==> src/rtl/os2ip_pkg.sv <==
// Shared definitions for the octet-string-to-integer converter.
package os2ip_pkg;

  localparam int unsigned OCTET_WIDTH = 8;

  typedef enum logic [1:0] {
    IDLE,
    ACCUM,
    DONE,
    DRAIN
  } state_e;

endpackage

==> src/rtl/os2ip_if.sv <==
// Octet input handshake plus converted-integer result bundle.
interface os2ip_if
  import os2ip_pkg::*;
#(
  parameter int unsigned DATA_BIT_WIDTH = 256
);

  logic                      in_valid;
  logic                      in_ready;
  logic [OCTET_WIDTH-1:0]    in_octet;
  logic                      in_last;
  logic [DATA_BIT_WIDTH-1:0] X;
  logic                      valid;
  logic                      err;

  modport master (
    output in_valid,
    output in_octet,
    output in_last,
    input  in_ready,
    input  X,
    input  valid,
    input  err
  );

  modport slave (
    input  in_valid,
    input  in_octet,
    input  in_last,
    output in_ready,
    output X,
    output valid,
    output err
  );

endinterface

==> src/rtl/os2ip.sv <==
// Big-endian octet string to integer converter. Octets are shifted into an
// accumulator MSB-first; strings longer than the result width are rejected with
// a one-cycle err pulse and the remainder of the string is drained.
module os2ip
  import os2ip_pkg::*;
#(
  parameter int unsigned DATA_BIT_WIDTH = 256
) (
  input logic    clk,
  input logic    reset,
  os2ip_if.slave bus
);

  localparam int unsigned NUM_OCTETS   = DATA_BIT_WIDTH / OCTET_WIDTH;
  localparam logic [8:0]  NUM_OCTETS_C = 9'(NUM_OCTETS);

  state_e                    r_state;
  logic [DATA_BIT_WIDTH-1:0] r_acc;
  logic [DATA_BIT_WIDTH-1:0] r_x;
  logic [8:0]                r_count;
  logic                      r_valid;
  logic                      r_err;

  logic                      w_ready;
  logic                      w_accept;
  logic [DATA_BIT_WIDTH-1:0] w_acc_next;

  // Ready is forced low during reset and in the single result cycle.
  assign w_ready    = ~reset & (r_state != DONE);
  assign w_accept   = bus.in_valid & w_ready;
  assign w_acc_next = (r_acc << OCTET_WIDTH) | DATA_BIT_WIDTH'(bus.in_octet);

  // FSM, accumulator, octet counter and registered result/pulse outputs.
  always_ff @(posedge clk or posedge reset) begin
    if (reset) begin
      r_state <= IDLE;
      r_acc   <= '0;
      r_x     <= '0;
      r_count <= '0;
      r_valid <= 1'b0;
      r_err   <= 1'b0;
    end else begin
      r_valid <= 1'b0;
      r_err   <= 1'b0;
      unique case (r_state)
        IDLE: begin
          if (w_accept) begin
            r_acc   <= w_acc_next;
            r_count <= 9'd1;
            if (bus.in_last) begin
              r_x     <= w_acc_next;
              r_valid <= 1'b1;
              r_state <= DONE;
            end else begin
              r_state <= ACCUM;
            end
          end
        end
        ACCUM: begin
          if (w_accept) begin
            if (r_count == NUM_OCTETS_C) begin
              // One octet too many: drop everything gathered so far.
              r_err   <= 1'b1;
              r_acc   <= '0;
              r_count <= '0;
              r_state <= bus.in_last ? IDLE : DRAIN;
            end else begin
              r_acc   <= w_acc_next;
              r_count <= r_count + 9'd1;
              if (bus.in_last) begin
                r_x     <= w_acc_next;
                r_valid <= 1'b1;
                r_state <= DONE;
              end
            end
          end
        end
        DONE: begin
          r_acc   <= '0;
          r_count <= '0;
          r_state <= IDLE;
        end
        DRAIN: begin
          // Swallow the tail of an oversized string without touching X.
          if (w_accept && bus.in_last) begin
            r_state <= IDLE;
          end
        end
        default: r_state <= IDLE;
      endcase
    end
  end

  assign bus.in_ready = w_ready;
  assign bus.X        = r_x;
  assign bus.valid    = r_valid;
  assign bus.err      = r_err;

endmodule

==> src/flat_wrapper.sv <==
// flat-port wrapper written by rule: the top's interface ports become plain ports
module os2ip_flat import os2ip_pkg::*;
#(
  parameter int unsigned DATA_BIT_WIDTH = 256
)
  (clk, reset, bus_in_valid, bus_in_octet, bus_in_last, bus_in_ready, bus_X, bus_valid, bus_err);
  os2ip_if #(.DATA_BIT_WIDTH(DATA_BIT_WIDTH)) bus_i ();
  input logic clk;
  input logic reset;
  input wire logic [$bits(bus_i.in_valid)-1:0] bus_in_valid;
  input wire logic [$bits(bus_i.in_octet)-1:0] bus_in_octet;
  input wire logic [$bits(bus_i.in_last)-1:0] bus_in_last;
  output wire logic [$bits(bus_i.in_ready)-1:0] bus_in_ready;
  output wire logic [$bits(bus_i.X)-1:0] bus_X;
  output wire logic [$bits(bus_i.valid)-1:0] bus_valid;
  output wire logic [$bits(bus_i.err)-1:0] bus_err;
  assign bus_i.in_valid = bus_in_valid;
  assign bus_i.in_octet = bus_in_octet;
  assign bus_i.in_last = bus_in_last;
  assign bus_in_ready = bus_i.in_ready;
  assign bus_X = bus_i.X;
  assign bus_valid = bus_i.valid;
  assign bus_err = bus_i.err;
  os2ip #(.DATA_BIT_WIDTH(DATA_BIT_WIDTH)) u_core (.clk(clk), .reset(reset), .bus(bus_i));
endmodule
==> config.mk <==
export PLATFORM = sky130hd
export DESIGN_NAME = os2ip_flat
export DESIGN_NICKNAME = d
export VERILOG_FILES = /design/src/rtl/os2ip_pkg.sv /design/src/rtl/os2ip_if.sv /design/src/rtl/os2ip.sv /design/src/flat_wrapper.sv
export SDC_FILE = /design/constraint.sdc
export NUM_CORES = 1
export LEC_CHECK = 0
export BUFFER_PORTS_ARGS = -buffer_cell sky130_fd_sc_hd__buf_2
export CAP_MARGIN = 10
export CORE_AREA = 2 2 283 201
export DETAILED_ROUTE_END_ITERATION = 8
export DIE_AREA = 0 0 285 203
export PLACE_DENSITY = 0.5
export SKIP_LAST_GASP = 1
export SYNTH_ARGS = -nofsm -noshare
export SYNTH_HDL_FRONTEND = slang
export SYNTH_SLANG_ARGS = --single-unit
==> constraint.sdc <==
create_clock -name clk -period 19.3 [get_ports clk]
set_input_delay 0.965 -clock clk [delete_from_list [all_inputs] [get_ports clk]]
set_output_delay 0.965 -clock clk [all_outputs]
set_load 0.02 [all_outputs]
==> impl_metrics.env <==
export IMPL_clk_latency_ns=0.57
export IMPL_ant_nets=0
export IMPL_clock_sinks=517
export IMPL_gr_usage_all_layers_pct=14.87
export IMPL_cp_slowest_stage_delay_ns=0.85
export IMPL_initial_core_util_pct=34.82
export IMPL_period_minus_slack_ns=3.993
export IMPL_wire_per_inst_um=19.51
export IMPL_hold_viol=0
export IMPL_status="complete, no violations"
export IMPL_fin_skew_ns=0.01074
export IMPL_fin_nets=1448
export IMPL_synth_top_area_share_pct=67.62
export IMPL_drv_cap=0
export IMPL_timing_hold_ws_ns=0.4991
export IMPL_worstPathArrival_ns=4.49
export IMPL_drc=0
export IMPL_cts_inserted_buffers=51
export IMPL_postCtsHoldBufs=0
export IMPL_netlist_area_um2=19130
export IMPL_htree_levels=2
export IMPL_die_area_um2=57860
export IMPL_dp_cells=2116
export IMPL_syn_nets=1196
export IMPL_drt_iter0_drc=651
export IMPL_maxSlewViolCount=0
export IMPL_diodes=0
export IMPL_fin_setup_tns_ns=0
export IMPL_dp_hpwl_um=25970
export IMPL_area_growth_pct=18.39
export IMPL_cts_resized_gates=0
export IMPL_startpoint_type="flop"
export IMPL_fp_dieW_um=285
export IMPL_grt_ovfl_total=0
export IMPL_min_path_type="reg -> reg"
export IMPL_timing_fmax_mhz=250.5
export IMPL_rsz0062_at_grt="false"
export IMPL_synthArstFlopShare_pct=100.0
export IMPL_vias=10861
export IMPL_path_class="reg -> reg"
export IMPL_synth_area_top_cells="dfrtp_1 68%, mux2_2 15%, a22o_1 11%"
export IMPL_synth_most_common_cell="dfrtp_1"
export IMPL_crit_path_cell_trace="inv_1, ha_1, or4b_1, and2_4, a21oi_4, buf_4, buf_4, a22o_1"
export IMPL_crit_top_cell="buf_4"
export IMPL_finalPower_uw=2958
export IMPL_synth_warnings=0
export IMPL_ir_worst_vdd_v=0.0001160
export IMPL_nFillCells=5090
export IMPL_power_density_nw_per_um2=130.6
export IMPL_power_leakage_uw=0.01185
export IMPL_synth_seq_cells=517
export IMPL_instances_no_fill=2207
export IMPL_first_pass_iters=4
export IMPL_root_buffer="clkbuf_16"
export IMPL_fin_crit_sh_pct=20.69
export IMPL_synth_commonest_cells="517 x dfrtp_1, 258 x mux2_2, 248 x a22o_1"
export IMPL_end_kind="flop"
export IMPL_ys_flop_type="dfrtp_1"
export IMPL_tightestPinTransition_ns=1.040
export IMPL_clockBufferDepth=3
export IMPL_io_buffers=270
export IMPL_cts_tree="built"
export IMPL_synthCells=1177
export IMPL_synth_edf_count=0
export IMPL_setup_viol=0
export IMPL_placeableCoreArea_um2=54950
export IMPL_avgSynthCellArea_um2=16.26
export IMPL_top_level_ports=271
export IMPL_crit_required_ns=19.80
export IMPL_grt_pass1_wl_um=68560
export IMPL_path_max_fanout=88
export IMPL_antenna_found_initial=0
export IMPL_yosysTopAreaCell="dfrtp_1"
export IMPL_die_h_um=203
export IMPL_ys_types=30
export IMPL_drt_wl_total_um=43070
export IMPL_routed_via_density=4.921
export IMPL_postCtsSetupBuffers=0
export IMPL_clkTransAtPathRegs_ns=0.06
export IMPL_drive_gt1_share_pct=42.60
export IMPL_fp_row_count=72
export IMPL_yosysSeqAreaShare_pct=67.62
export IMPL_gp_congestion=0.7268
export IMPL_slowest_stage="buf_4"
export IMPL_grt_pass1_vias=11162
export IMPL_grt_max_degree=159
export IMPL_slew_headroom_pct=30.67
export IMPL_reg2reg_slack_ns=15.31
-- worst max-delay path, delay by kind of cell, from the launching register on --
family	cells	cell delay, ns
buffers and inverters	3	1.68
AND/OR/NAND/NOR	2	0.97
flip-flops	1	0.43
AO/OA/AOI/OAI	2	0.34
adder cells (fa/ha/maj)	1	0.28
-- area by class of cell --
type / count / area (µm²) / area share [%]
Timing Repair Buffer: 284 / 1481 / 6.540
Sequential cell: 517 / 12940 / 57.11
Inverter: 7 / 33.78 / 0.1491
Multi-Input combinational cell: 568 / 5527 / 24.40
Clock inverter: 9 / 151.4 / 0.6684
Clock buffer: 82 / 1595 / 7.043
Tap cell: 740 / 925.9 / 4.087
-- path summary, 6_finish.rpt --
check / from / to / cells past startpoint
setup / recovery: u_core.r_state[0] / u_core.r_acc[5] / 8
hold / removal: u_core.bus.X[1] / u_core.bus.X[1] / 1
setup reg to reg: u_core.r_state[0] / u_core.r_acc[5] / 8
hold reg to reg: u_core.bus.X[1] / u_core.bus.X[1] / 1
max in group asynchronous: reset / u_core.bus.X[174] / 4
min in group asynchronous: reset / u_core.bus.err / 2
-- through the flow --
step	util, %	area (µm²)	worst slack, ns
floorplan	-	19130	3.893
global placement	38.04	20910	15.12
detailed placement	38.04	20910	15.09
CTS	41.22	22650	15.31
global route	41.22	22650	15.10
finish	41.22	22650	15.31
-- placed cells by master (no fill, tap or decap), types with 5 or more instances in the layout --
| cell type | n |
|---|---|
| dfrtp_1 | 517 |
| ha_1 | 7 |
| clkbuf_1 | 13 |
| inv_1 | 6 |
| a21oi_1 | 5 |
| mux2_2 | 258 |
| xnor2_1 | 7 |
| nand2_1 | 6 |
| buf_2 | 270 |
| a22o_1 | 248 |
| clkbuf_16 | 53 |
| clkbuf_8 | 16 |
| nor2_1 | 9 |
| buf_4 | 12 |
-- routing by layer --
layer	part of all wire, %	global-route usage [%]	vias up
li1	-	-	4881
met1	47	21.40	5732
met2	46	22.43	185
met3	5.0	3.562	63
met4	2.1	4.188	0
met5	0	0	-
-- cells by family (layout without fill, tap and decap cells) --
family,count (synthesis),in the layout,share of synthesized area (%)
buffers and inverters,92,382,3.538
adders and majority gates,7,7,0.4577
xor gates and xnor gates,7,7,0.3204
AOI/OAI and AO/OA,265,265,12.01
and+or+nand+nor,30,30,0.8174
DFF,517,517,67.62
muxes,259,259,15.24
-- report_power, final --
group	switching (µW)	total, µW	internal [µW]
Clock	411	1030	616
Combinational	432	628	196
Sequential	90.5	1300	1210
-- sequential cells by signal (all words and copies together) (netlist names) --
name and flops:
u_core.bus.valid 1, u_core.bus.err 1, u_core.bus.X 256, u_core.r_state 2, u_core.r_count 9, u_core.r_acc 248
Power figures use the tool's default switching activity.
